[src/rtl/vga_timing_gen.sv]
// VGA raster timing: pixel/line counters advanced on pix_clk rising edges, with
// sync, visible-area and line/frame tick outputs all registered alongside x/y.
module vga_timing_gen #(
  parameter int H_ACTIVE = 640,
  parameter int H_FP     = 16,
  parameter int H_SYNC   = 96,
  parameter int H_BP     = 48,
  parameter int V_ACTIVE = 480,
  parameter int V_FP     = 10,
  parameter int V_SYNC   = 2,
  parameter int V_BP     = 33,
  parameter bit SYNC_POL = 1'b0
) (
  input  logic       clk,
  input  logic       rst,
  input  logic       pix_clk,
  output logic [9:0] x,
  output logic [9:0] y,
  output logic       hs,
  output logic       vs,
  output logic       active,
  output logic       line_tick,
  output logic       frame_tick
);

  localparam int H_TOTAL = H_ACTIVE + H_FP + H_SYNC + H_BP;
  localparam int V_TOTAL = V_ACTIVE + V_FP + V_SYNC + V_BP;

  localparam logic [9:0]  H_LAST   = 10'(H_TOTAL - 1);
  localparam logic [9:0]  V_LAST   = 10'(V_TOTAL - 1);
  localparam logic [9:0]  HS_FIRST = 10'(H_ACTIVE + H_FP);
  localparam logic [9:0]  HS_LAST  = 10'(H_ACTIVE + H_FP + H_SYNC - 1);
  localparam logic [9:0]  VS_FIRST = 10'(V_ACTIVE + V_FP);
  localparam logic [9:0]  VS_LAST  = 10'(V_ACTIVE + V_FP + V_SYNC - 1);
  localparam logic [10:0] H_VIS    = 11'(H_ACTIVE);
  localparam logic [10:0] V_VIS    = 11'(V_ACTIVE);

  logic       pix_q;
  logic [9:0] x_q, y_q;
  logic       hs_q, vs_q, active_q, line_tick_q, frame_tick_q;

  logic       pix_en, h_wrap, v_wrap;
  logic [9:0] x_d, y_d;
  logic       hs_d, vs_d, active_d;

  // Decode from the next counter values so the registered decodes line up
  // with the x/y they describe.
  always_comb begin
    // NOTE: every always_comb output gets a default first; a path that leaves
    // one unassigned would infer a latch.
    pix_en   = pix_clk & ~pix_q;
    h_wrap   = (x_q == H_LAST);
    v_wrap   = (y_q == V_LAST);
    x_d      = h_wrap ? 10'd0 : x_q + 10'd1;
    y_d      = y_q;
    if (h_wrap) y_d = v_wrap ? 10'd0 : y_q + 10'd1;
    hs_d     = (x_d >= HS_FIRST && x_d <= HS_LAST) ? SYNC_POL : ~SYNC_POL;
    vs_d     = (y_d >= VS_FIRST && y_d <= VS_LAST) ? SYNC_POL : ~SYNC_POL;
    active_d = ({1'b0, x_d} < H_VIS) && ({1'b0, y_d} < V_VIS);
  end

  always_ff @(posedge clk) begin
    // NOTE: sequential state uses non-blocking assignments only, so every
    // register samples pre-edge values regardless of statement order.
    if (rst) begin
      // pix_q resets high so a pix_clk held high across release is not an edge.
      pix_q        <= 1'b1;
      x_q          <= '0;
      y_q          <= '0;
      hs_q         <= ~SYNC_POL;
      vs_q         <= ~SYNC_POL;
      active_q     <= 1'b1;
      line_tick_q  <= 1'b0;
      frame_tick_q <= 1'b0;
    end else begin
      pix_q        <= pix_clk;
      line_tick_q  <= pix_en & h_wrap;
      frame_tick_q <= pix_en & h_wrap & v_wrap;
      if (pix_en) begin
        x_q      <= x_d;
        y_q      <= y_d;
        hs_q     <= hs_d;
        vs_q     <= vs_d;
        active_q <= active_d;
      end
    end
  end

  assign x          = x_q;
  assign y          = y_q;
  assign hs         = hs_q;
  assign vs         = vs_q;
  assign active     = active_q;
  assign line_tick  = line_tick_q;
  assign frame_tick = frame_tick_q;

endmodule
[config.mk]
export PLATFORM = sky130hd
export DESIGN_NAME = vga_timing_gen
export DESIGN_NICKNAME = d
export VERILOG_FILES = /design/src/rtl/vga_timing_gen.sv
export SDC_FILE = /design/constraint.sdc
export NUM_CORES = 1
export LEC_CHECK = 0
export ABC_AREA = 1
export BUFFER_PORTS_ARGS = -buffer_cell sky130_fd_sc_hd__buf_4
export CELL_PAD_IN_SITES_DETAIL_PLACEMENT = 2
export CELL_PAD_IN_SITES_GLOBAL_PLACEMENT = 2
export CORE_AREA = 2 2 79 81
export DETAILED_ROUTE_END_ITERATION = 8
export DIE_AREA = 0 0 81 83
export PLACE_DENSITY = 0.77
export SLEW_MARGIN = 20
export SYNTH_ARGS = -nofsm -noshare
export SYNTH_HDL_FRONTEND = slang
export SYNTH_SLANG_ARGS = --single-unit
[constraint.sdc]
create_clock -name clk -period 1.8 [get_ports clk]
set_input_delay 0.36 -clock clk [delete_from_list [all_inputs] [get_ports clk]]
set_output_delay 0.36 -clock clk [all_outputs]
set_load 0.005 [all_outputs]
### Word-level counts from Yosys, hierarchy flattened

Index checks and enable logic that the tools add are counted.

* bits in registers: 26
* input bits: 3

* add/subtract/negate cells: 2
* order comparisons: 6
* eq/ne operators: 2
* muxes and demuxes: 5
* bitwise gates (word level): 4
* reductions and logical operators: 3

Operators with widths (count)
* $mux 10: 3
* $add 10x1->10 const B: 2
* $eq 10x10->1 const B: 2
* $ge 10x10->1 const B: 1
* $ge 10x9->1 const B: 1
* $le 10x10->1 const B: 1
* $le 10x9->1 const B: 1
* $lt 10x10->1 const B: 1
* $lt 10x9->1 const B: 1
* $and 1x1->1: 3
* $logic_and 1x1->1: 3
* $mux 1: 2
* $not 1->1: 1

### Longest topological paths before layout

Gate-level depths: netlist (run 1).

* depth after elaboration: 6
* depth in mapped cells: 13
* mapped depth without buffers: 13

### Worst setup path after synthesis (run 1)

No wires, ideal clock.

* path type: register to register
* start: register x_q[1], in the netlist x[1]
* end: register vs_q, in the netlist vs
* library setup time: 0.115 ns
* data arrival time: 1.509 ns
* slack: 0.176 ns
* cell stages (with the launch flop): 11
* buffers on the path: 0
* period minus slack after synthesis: 1.624 ns
* path through: dfxtp_1 ha_1 nand4_2 nor2_4 nor2_1 a21oi_1 nand3_1 nor2_1 nand2_1 nand2_1 nand2_1

* longest elaborated chain between the ends: 5
* elaborated cells between the ends (all ways): 6
* classes of those cells: order compare (2); eq/ne (1); mux (2); reduce/logical (1)

RTL lines
* start: declaration: line 39 `logic [9:0] x_q, y_q;`
* start signal: assignment: line 68 `x_q <= '0;`
* start signal: assignment: line 80 `x_q <= x_d;`
* $eq 10x10->1 *: line 52 `h_wrap = (x_q == H_LAST);`
* $mux 10 *: line 56 `if (h_wrap) y_d = v_wrap ? 10'd0 : y_q + 10'd1;`
* $ge 10x9->1 or $le 10x9->1 (tied branches): line 58 `vs_d = (y_d >= VS_FIRST && y_d <= VS_LAST) ? SYNC_POL : ~SYNC_POL;`
* $logic_and 1x1->1 *: line 58
* $mux 1 *: line 58
* end signal: assignment: line 71 `vs_q <= ~SYNC_POL;`
* end signal: assignment: line 83 `vs_q <= vs_d;`
* end: declaration: line 40 `logic hs_q, vs_q, active_q, line_tick_q, frame_tick_q;`

Mark *: on every way between the ends. The rest lies on a longest branch, timed or not.
A chain may end at the register's enable or synchronous reset.

### Worst setup path after layout (run 1)

* start: register x_q[7], in the netlist x[7]
* end: register active_q, in the netlist active

* longest elaborated chain between the ends: 4
* elaborated cells between the ends (all ways): 7
* classes of those cells: add/sub (1); order compare (2); eq/ne (1); mux (2); reduce/logical (1)

RTL lines
* $add 10x1->10 or $eq 10x10->1 (tied branches): line 54, 52
* $mux 10 (on tied branches): line 54, 56
* $lt 10x10->1 or $lt 10x9->1 (tied branches): line 59 `active_d = ({1'b0, x_d} < H_VIS) && ({1'b0, y_d} < V_VIS);`
* $logic_and 1x1->1 *: line 59
* end signal: assignment: line 84 `active_q <= active_d;`
* end: declaration: line 40

Marks and branches as above.

==> impl_metrics.yaml, run 1 <==
routing:
  num_vias: 2028
  drc_errors: 0
  drt_iter0_markers: 58
  avgRoutedWirePerCell_microns: 18.14
  ant_nets: 0
  drt-pass1-iter-count: 4
  vias_per_cell: 5.108
  drt-total-wl_mm: 7.200
hold_path:
  hold_path_class: "in2reg"
  min-delay-start: "pix_clk"
yosys:
  synth_edf_count: 0
  synth_simple_gate_area_frac: 0.3865
  syn_area_sq_mm: 0.001648
  synth_flop_cell: "dfxtp_1"
  seq_area_frac_synth: 0.3159
  synth_top_area_frac: 0.3159
  synthAdderAreaFrac: 0.03037
  synthTopCellsByArea: "dfxtp_1 (32%), nand2_1 (17%), nor2_1 (7.7%), inv_1 (7.3%), nand3_1 (6.1%)"
  yosys.cell_types.count: 23
  ys_async_sr_fraction: 0
  ys_ff_latch: 26
  synth_nets: 270
  synth_top_family_by_area: "simple AND/OR/NAND/NOR gates"
  yosysWarnings: 0
  synth_compound_area_frac: 0.1382
  avgSynthCellArea_sq_um: 6.266
  synth_top_cell_by_area: "dfxtp_1"
  netlist_instances: 263
  yosysMostFrequentCell: "nand2_1"
  synth_commonest_cells: "nand2_1 (73), nor2_1 (34), inv_1 (32)"
  synth_mux_area_frac: 0
  synth_xor_area_frac: 0.03189
sta:
  worst_pin_slew_ns: 0.4947
  fin_ws_ns: 0.02844
  hold_violations: 0
  fin_crit_ns: 1.772
  fin_crit_sh: 0.9842
  slew_headroom: 0.6699
  grt_setup_unrepaired: "true"
  setup_viol: 0
  tns_ns: 0
  drv_slew: 0
  fmax_mhz: 564.5
  fin_worst_skew_ns: 0.005684
global_routing:
  grt_use_total: 0.2027
  grt_max_degree: 29
  grt_overflow: 0
  grt_pass1_wl_mm: 10.65
  antenna_found_initial: 0
  grt_pass1_vias: 2123
status:
  outcome: "complete, no violations"
cells_and_area:
  fillers: 728
  syn_to_final_growth_pct: 41.99
  fin_area_sq_mm: 0.002340
  drive_above_1_share: 0.3106
  num-nets-final: 330
  stdcell_count: 397
  insertedDiodeCount: 0
clock_network:
  clock_sinks: 26
  clkSlewWorstSetupHoldPaths_ns: 0.10
  root_buffer: "clkbuf_8"
  cts_buffer_depth: 2
  worstSkewPairLatency_ns: 0.28
  cts_tree: "yes"
  cts_hold_buffers: 0
  cts-htree-levels: 1
  cts_buffers: 3
worst_setup_path:
  critPathMaxFanout: 6
  crit_top_cell: "nand2_1"
  cp-end-kind: "register"
  cp_slowest_stage_delay_ns: 0.36
  worstSetupPathType: "reg2reg"
  crit_family: "simple AND/OR/NAND/NOR gates"
  critPathArrivalTime_ns: 2.00
  crit_buf_inv: 2
  required_ns: 2.03
  worstPathCellList: "nor2_2, nand3_2, nor2_4, buf_6, buf_4, nand2_1, nand2_1, nor2_1, nand4_1, nand2_1, nand2_1"
  critPathLaunch: "x[7]"
  crit_slowest_cell: "dfxtp_1"
  reg2reg_from: "x[7]"
  startpoint_type: "register"
placement:
  preCtsSetupSlack_ns: -0.01567
  hpwl_mm: 5.032
  place_congestion: 0.7847
  dp.cells: 387
  place_area_sq_mm: 0.002138
  io_buffers: 27
pwr:
  clkPwrFrac: 0.323
  p_leak_nw: 1.050
  swShare: 0.2890
  internal-power_w: 0.0008928
  power_density_mw_per_mm2: 536.7
  combPwrFrac: 0.171
  ir_drop_mv: 0.3306
  p_sw_w: 0.0003628
  p_seq_frac: 0.507
floorplan:
  design.die.area_sq_mm: 0.006723
  io_pins: 28
  coreArea_sq_mm: 0.005816
  initial_core_util: 0.2833
  dieWidth_microns: 81
  rows: 28
  fp.dieH_microns: 83
flow_run:
  cap_viol_max_count: 0
-- metal layers --
layer  wire length [microns]  GRT usage  up-vias
li1                        -          -      968
met1                    3038     0.2490     1014
met2                    3891     0.3734       34
met3                     160    0.02174       12
met4                     108    0.04006        0
met5                       0          0        -
-- power by group through the flow --
| stage | Sequential [W] | Combinational (W) | Clock (W) |
|---|---|---|---|
| 6_report | 0.000636 | 0.000214 | 0.000405 |
| 2_1_floorplan | 0.000643 | 0.0000909 | 0 |
| 3_3_place_gp | 0.000642 | 0.000194 | 0 |
| 5_1_grt | 0.000640 | 0.000239 | 0.000434 |
| 4_1_cts | 0.000631 | 0.000204 | 0.000411 |
| 3_5_place_dp | 0.000643 | 0.000202 | 0 |
-- what timing repair did --
item,in CTS,in global routing
pin swaps,1,3
setup buffers,0,6
setup endpoints to repair,2,5
gates resized for setup,5,27
-- flip-flops by register name, indices dropped and copies added (netlist names) --
signal and flops:
x 10, y 10, active 1, frame_tick 1, hs 1, line_tick 1, pix_q 1, vs 1
-- per-stage QoR --
step	util	hold WS (ns)	power, W
after floorplan	-	0.4564	0.0007341
after CTS	0.3793	0.2655	0.001246
after detailed placement	0.3677	0.4801	0.0008450
after global routing	0.4023	0.2579	0.001313
final	0.4023	0.2604	0.001256
after global placement	0.3677	0.4664	0.0008355
-- final timing paths --
kind	slack [ns]	cells past startpoint	endpoint
worst max-delay path	0.03	11	active
worst min-delay path	0.26	3	pix_q
worst max register to register	0.03	11	active
worst min register to register	0.51	2	active
-- cell usage in the layout (no fill, tap or decap), drive strengths merged, types with 4 or more instances in the layout --
cell / n
a211oi: 4
a21oi: 17
buf: 62
clkbuf: 4
dfxtp: 26
ha: 4
inv: 32
nand2: 73
nand3: 22
nand4: 9
nor2: 37
o21ai: 18
-- cell families (layout without fill, tap and decap cells) --
group | Yosys count | count (layout)
simple gates | 145 | 145
flops | 26 | 26
xor+xnor | 6 | 6
buf+inv | 40 | 99
compound gates | 42 | 42
fa+ha+maj | 4 | 4
-- cell type report --
class	instances	area, sq um	area share
repair buffers	62	481.7	0.2059
clock buffers	4	55.05	0.02353
well taps	75	93.84	0.04011
multi-input cells	197	1051	0.4492
inverters	33	123.9	0.05294
flip-flops and latches	26	534.3	0.2283
-- worst min-delay path: cells and delay by family --
kind | cells | cell delay, ns
buffers and inverters | 2 | 0.12
AND/OR/NAND/NOR | 1 | 0.04
No activity file was read; power rests on OpenSTA's default activity.
==> run 2: changes to the inputs <==
--- a/config.mk
+++ b/config.mk
@@ -9,10 +9,11 @@
 export BUFFER_PORTS_ARGS = -buffer_cell sky130_fd_sc_hd__buf_4
 export CELL_PAD_IN_SITES_DETAIL_PLACEMENT = 2
 export CELL_PAD_IN_SITES_GLOBAL_PLACEMENT = 2
-export CORE_AREA = 2 2 79 81
+export CORE_AREA = 2 2 67 95
 export DETAILED_ROUTE_END_ITERATION = 8
-export DIE_AREA = 0 0 81 83
-export PLACE_DENSITY = 0.77
+export DIE_AREA = 0 0 69 97
+export GPL_TIMING_DRIVEN = 0
+export PLACE_DENSITY = 0.8
 export SLEW_MARGIN = 20
 export SYNTH_ARGS = -nofsm -noshare
 export SYNTH_HDL_FRONTEND = slang
==> run 2 against run 1 <==
  * Setup slack better by 0.0033 ns
  * Critical path depth is 1 higher
  * Cell area is 4.3% lower
  * Critical path type unchanged
  * Sequential cell count stayed put
  * Non-clock buffer count is 19 lower
  * Highest routed layer unchanged
  * Sequential power is 0.9% higher
  * Sequential share of layout area is 1.7 points higher
  * Die area is 0.45% lower
  * Total power is 2.2% lower
  * Final cell count is 6.0% lower
  * Global-route usage is 1.2 points lower
  * Largest power group unchanged
  * Largest cell class unchanged
==> impl_metrics.yaml, run 2 (synthesized netlist as in run 1, its figures left out) <==
placement:
  hpwl_mm: 4.720
  place_congestion: 0.8209
  preCtsSetupSlack_ns: -0.3671
  dp.cells: 360
  io_buffers: 27
routing:
  ant_nets: 0
  avgRoutedWirePerCell_microns: 18.01
  drt-total-wl_mm: 6.719
  drc_errors: 0
  drt_iter0_markers: 42
  num_vias: 1920
  drt-pass1-iter-count: 4
  vias_per_cell: 5.147
clock_network:
  cts-htree-levels: 1
  cts_tree: "yes"
  cts_buffers: 3
  worstSkewPairLatency_ns: 0.29
  cts_buffer_depth: 2
  clock_sinks: 26
  clkSlewWorstSetupHoldPaths_ns: 0.10
  root_buffer: "clkbuf_8"
  cts_hold_buffers: 0
cells_and_area:
  num-nets-final: 311
  insertedDiodeCount: 0
  fillers: 697
  drive_above_1_share: 0.2838
  mostFrequentLayoutCell: "nand2_1"
  syn_to_final_growth_pct: 35.92
  stdcell_count: 373
  layout_common_cells: "nand2_1 (71), buf_4 (34), inv_1 (29)"
worst_setup_path:
  reg2reg_from: "x[1]"
  required_ns: 1.98
  startpoint_type: "register"
  critical_path.endpoint: "vs"
  reg2reg_depth: 12
  critPathLaunch: "x[1]"
  r2r-end: "vs"
  critPathMaxFanout: 8
  cp-end-kind: "register"
  reg2reg_setup_slack_ns: 0.03
  critPathArrivalTime_ns: 1.95
  worstSetupPathType: "reg2reg"
floorplan:
  io_pins: 28
  coreArea_sq_mm: 0.005781
  design.die.area_sq_mm: 0.006693
  dieWidth_microns: 69
  initial_core_util: 0.2851
  rows: 33
  fp.dieH_microns: 97
global_routing:
  grt_overflow: 0
  grt_max_degree: 15
  grt_use_total: 0.1910
  grt_pass1_vias: 2082
  antenna_found_initial: 0
  grt_pass1_wl_mm: 10.34
sta:
  fmax_mhz: 565.5
  fin_crit_ns: 1.768
  drv_slew: 0
  worst_pin_slew_ns: 0.6095
  fin_crit_sh: 0.9823
  fin_ws_ns: 0.03178
  setup_viol: 0
  slew_headroom: 0.5937
  fin_worst_skew_ns: 0.007240
  grt_setup_unrepaired: "true"
  hold_violations: 0
  tns_ns: 0
pwr:
  p_leak_nw: 0.9532
  power_density_mw_per_mm2: 548.0
  power.total_w: 0.001227
  ir_drop_mv: 0.2342
status:
  outcome: "complete, no violations"
hold_path:
  hold_path_class: "in2reg"
  worstHoldPathCells: 3
flow_run:
  cap_viol_max_count: 0
## run 2: changes by cell type in the layout (fill, tap and decap cells not counted), moves of 3 or more
cell,delta
clkbuf_1,+4
dfxtp_1,-3
dfxtp_4,+5
nor2_1,-3
buf_4,-26
## run 2: how the worst min path moves through the flow
stage                        from      to  slack [ns]
after floorplan           pix_clk   pix_q        0.46
after global placement     active  active        0.46
after detailed placement   active  active        0.47
after CTS                 pix_clk   pix_q        0.27
after global routing      pix_clk   pix_q        0.28
final                     pix_clk   pix_q        0.26
## run 2: final cells by class
cell class | count | area (sq um) | area share
plain buffers | 7 | 40.04 | 0.01788
clock buffers | 4 | 55.05 | 0.02458
inverters | 33 | 123.9 | 0.05531
multi-input cells | 197 | 1105 | 0.4933
flip-flops and latches | 26 | 550.5 | 0.2458
well taps | 70 | 87.58 | 0.03911
repair buffers | 36 | 277.8 | 0.1240
## run 2: stage by stage
stage | instance area, sq um | utilization | hold WS [ns]
finish | 2240 | 0.3874 | 0.2631
global route | 2240 | 0.3874 | 0.2796
CTS | 2076 | 0.3591 | 0.2658
detailed placement | 1938 | 0.3353 | 0.4659
global placement | 1938 | 0.3353 | 0.4635
floorplan | 1648 | - | 0.4564
## run 2: worst max-delay path: stages (launching register included)
cell and delay, ns:
dfxtp_4 0.38, ha_4 0.19, nand4_4 0.11, nor2_4 0.07
buf_6 0.12, buf_8 0.13, buf_4 0.13, a21oi_2 0.15
nand2_1 0.10, nor2_2 0.11, nand2_1 0.07, nand2_1 0.06
nand2_1 0.05
## run 2: power breakdown
part	internal, W	total (W)	switching [W]
sequential	0.000597	0.000642	0.0000446
clock	0.000197	0.000407	0.000211
combinational	0.0000743	0.000178	0.000104
total	0.000868	0.00123	0.000359
## run 2: timing repair
item                                    in CTS  in global routing
endpoints found under the setup margin      12                  5
buffers inserted                             3                  6
pin swaps                                    1                 12
gates resized for setup                     21                 33
gates cloned                                 0                  0
## run 2: per-layer routing
metal  GRT usage  part of all wire  vias up
met5           0                 0        -
met4     0.06184             0.027        0
met3     0.01354             0.023       13
met2      0.3809              0.56       37
met1      0.2058              0.39      943
li1            -                 -      927
==> run 3: changes to the inputs <==
--- a/config.mk
+++ b/config.mk
@@ -9,11 +9,12 @@
 export BUFFER_PORTS_ARGS = -buffer_cell sky130_fd_sc_hd__buf_4
 export CELL_PAD_IN_SITES_DETAIL_PLACEMENT = 2
 export CELL_PAD_IN_SITES_GLOBAL_PLACEMENT = 2
-export CORE_AREA = 2 2 67 95
+export CORE_AREA = 2 2 66 93
+export CTS_BUF_LIST = sky130_fd_sc_hd__clkbuf_4
 export DETAILED_ROUTE_END_ITERATION = 8
-export DIE_AREA = 0 0 69 97
+export DIE_AREA = 0 0 68 95
 export GPL_TIMING_DRIVEN = 0
-export PLACE_DENSITY = 0.8
+export PLACE_DENSITY = 0.82
 export SLEW_MARGIN = 20
 export SYNTH_ARGS = -nofsm -noshare
 export SYNTH_HDL_FRONTEND = slang
==> run 3 against run 2 <==
  * Sequential power about the same
  * Register-to-register slack about the same
  * Sequential cell count unchanged
  * Utilization increased by 1.4 points
==> impl_metrics.yaml, run 3 (synthesized netlist as in run 1, its figures left out) <==
floorplan:
  dieWidth_microns: 68
  io_pins: 28
  fp.dieH_microns: 95
  coreArea_sq_mm: 0.005698
  design.die.area_sq_mm: 0.006460
  initial_core_util: 0.2892
  rows: 33
routing:
  drt-total-wl_mm: 6.583
  num_vias: 1942
  drt_iter0_markers: 67
  ant_nets: 0
  avgRoutedWirePerCell_microns: 17.42
  vias_per_cell: 5.138
  drc_errors: 0
  drt-pass1-iter-count: 4
placement:
  io_buffers: 27
  hpwl_mm: 4.657
  place_congestion: 0.8041
  dp.cells: 360
  place_area_sq_mm: 0.001938
cells_and_area:
  insertedDiodeCount: 0
  fillers: 684
  mostFrequentLayoutCell: "nand2_1"
  stdcell_count: 378
  syn_to_final_growth_pct: 38.80
  num-nets-final: 317
  multiInputGateArea_sq_mm: 0.001126
  layout_common_cells: "nand2_1 (70), buf_4 (39), inv_1 (29)"
  fin_area_sq_mm: 0.002287
  drive_above_1_share: 0.3312
  regArea_sq_um: 560.5
sta:
  grt_setup_unrepaired: "true"
  fin_worst_skew_ns: 0.006327
  fmax_mhz: 569.8
  setup_viol: 0
  slew_headroom: 0.5988
  whs_ns: 0.1916
  hold_violations: 0
  fin_crit_ns: 1.755
  worst_pin_slew_ns: 0.6019
  drv_slew: 0
  fin_crit_sh: 0.9751
clock_network:
  clock_sinks: 26
  cts-htree-levels: 1
  root_buffer: "clkbuf_4"
  cts_buffers: 3
  clkSlewWorstSetupHoldPaths_ns: 0.15
  worstSkewPairLatency_ns: 0.34
  cts_buffer_depth: 2
  cts_tree: "yes"
worst_setup_path:
  crit_buf_inv: 3
  cp_slowest_stage_delay_ns: 0.38
  critPathArrivalTime_ns: 2.00
  crit_slowest_cell: "clkbuf_1"
  required_ns: 2.04
  startpoint_type: "register"
  worstPathCellList: "nor2_1, clkinv_1, clkbuf_1, o21ai_0, inv_1"
  crit_family: "buffers and inverters"
  worstSetupPathType: "reg2reg"
  cp-end-kind: "register"
  critPathMaxFanout: 10
global_routing:
  grt_use_total: 0.2128
  grt_max_degree: 14
  grt_pass1_vias: 2051
  grt_overflow: 0
  grt_pass1_wl_mm: 10.27
  antenna_found_initial: 0
status:
  outcome: "complete, no violations"
pwr:
  p_seq_frac: 0.584
  power_density_mw_per_mm2: 480.7
  ir_drop_mv: 0.1951
  internal-power_w: 0.0007566
  combPwrFrac: 0.171
  clkPwrFrac: 0.246
  p_sw_w: 0.0003429
  p_leak_nw: 0.9558
  swShare: 0.3119
hold_path:
  hold_path_class: "in2reg"
flow_run:
  cap_viol_max_count: 0
==> run 3: area by class of cell <==
cell class                      instances  share of cell area
Multi-Input combinational cell        197              0.4923
Sequential cell                        26              0.2451
Timing Repair Buffer                   42              0.1428
Inverter                               33             0.05416
Tap cell                               70             0.03829
Buffer                                  7             0.01751
Clock buffer                            3            0.009847
==> run 3: repair_timing <==
item,4_1_cts,5_1_grt
setup endpoints to repair,7,4
hold buffers,0,0
setup buffers,3,12
pin swaps,1,13
resized for setup,19,52
==> run 3: power by group through the flow <==
stage	Sequential [W]	Combinational [W]	Clock, W
6_report	0.000642	0.000188	0.000270
5_1_grt	0.000647	0.000211	0.000302
4_1_cts	0.000641	0.000168	0.000277
3_5_place_dp	0.000653	0.000163	0
3_3_place_gp	0.000652	0.000156	0
2_1_floorplan	0.000643	0.0000909	0
==> run 3: worst register-to-register path, cell delays in order (launching register included) <==
cell and delay, ns:
dfxtp_1 0.33, nor2_1 0.17, clkinv_1 0.37, clkbuf_1 0.38, o21ai_0 0.32, inv_1 0.09
==> run 3: final timing paths <==
kind / start / slack (ns) / to / cells after the start
worst min register to register: vs / 0.50 / vs / 2
worst max-delay path: pix_q / 0.04 / y[5] / 5
worst min-delay path: pix_clk / 0.19 / pix_q / 3
worst max register to register: pix_q / 0.04 / y[5] / 5
==> run 3: per-stage QoR <==
stage	total power [W]	utilization	worst slack [ns]	TNS, ns
6_report	0.001099	0.4014	0.04484	0
5_1_grt	0.001160	0.4014	-0.08795	-0.3224
4_1_cts	0.001085	0.3584	0.01529	0
3_5_place_dp	0.0008164	0.3401	-0.3149	-0.7847
3_3_place_gp	0.0008078	0.3401	-0.2740	-0.4614
2_1_floorplan	0.0007341	-	0.1758	0
==> run 3: per-layer routing <==
metal | vias up | GRT usage | part of all wire
met5 | - | 0 | 0
met4 | 0 | 0.07500 | 0.031
met3 | 16 | 0.01430 | 0.016
met2 | 33 | 0.4045 | 0.57
met1 | 952 | 0.2390 | 0.38
li1 | 941 | - | -
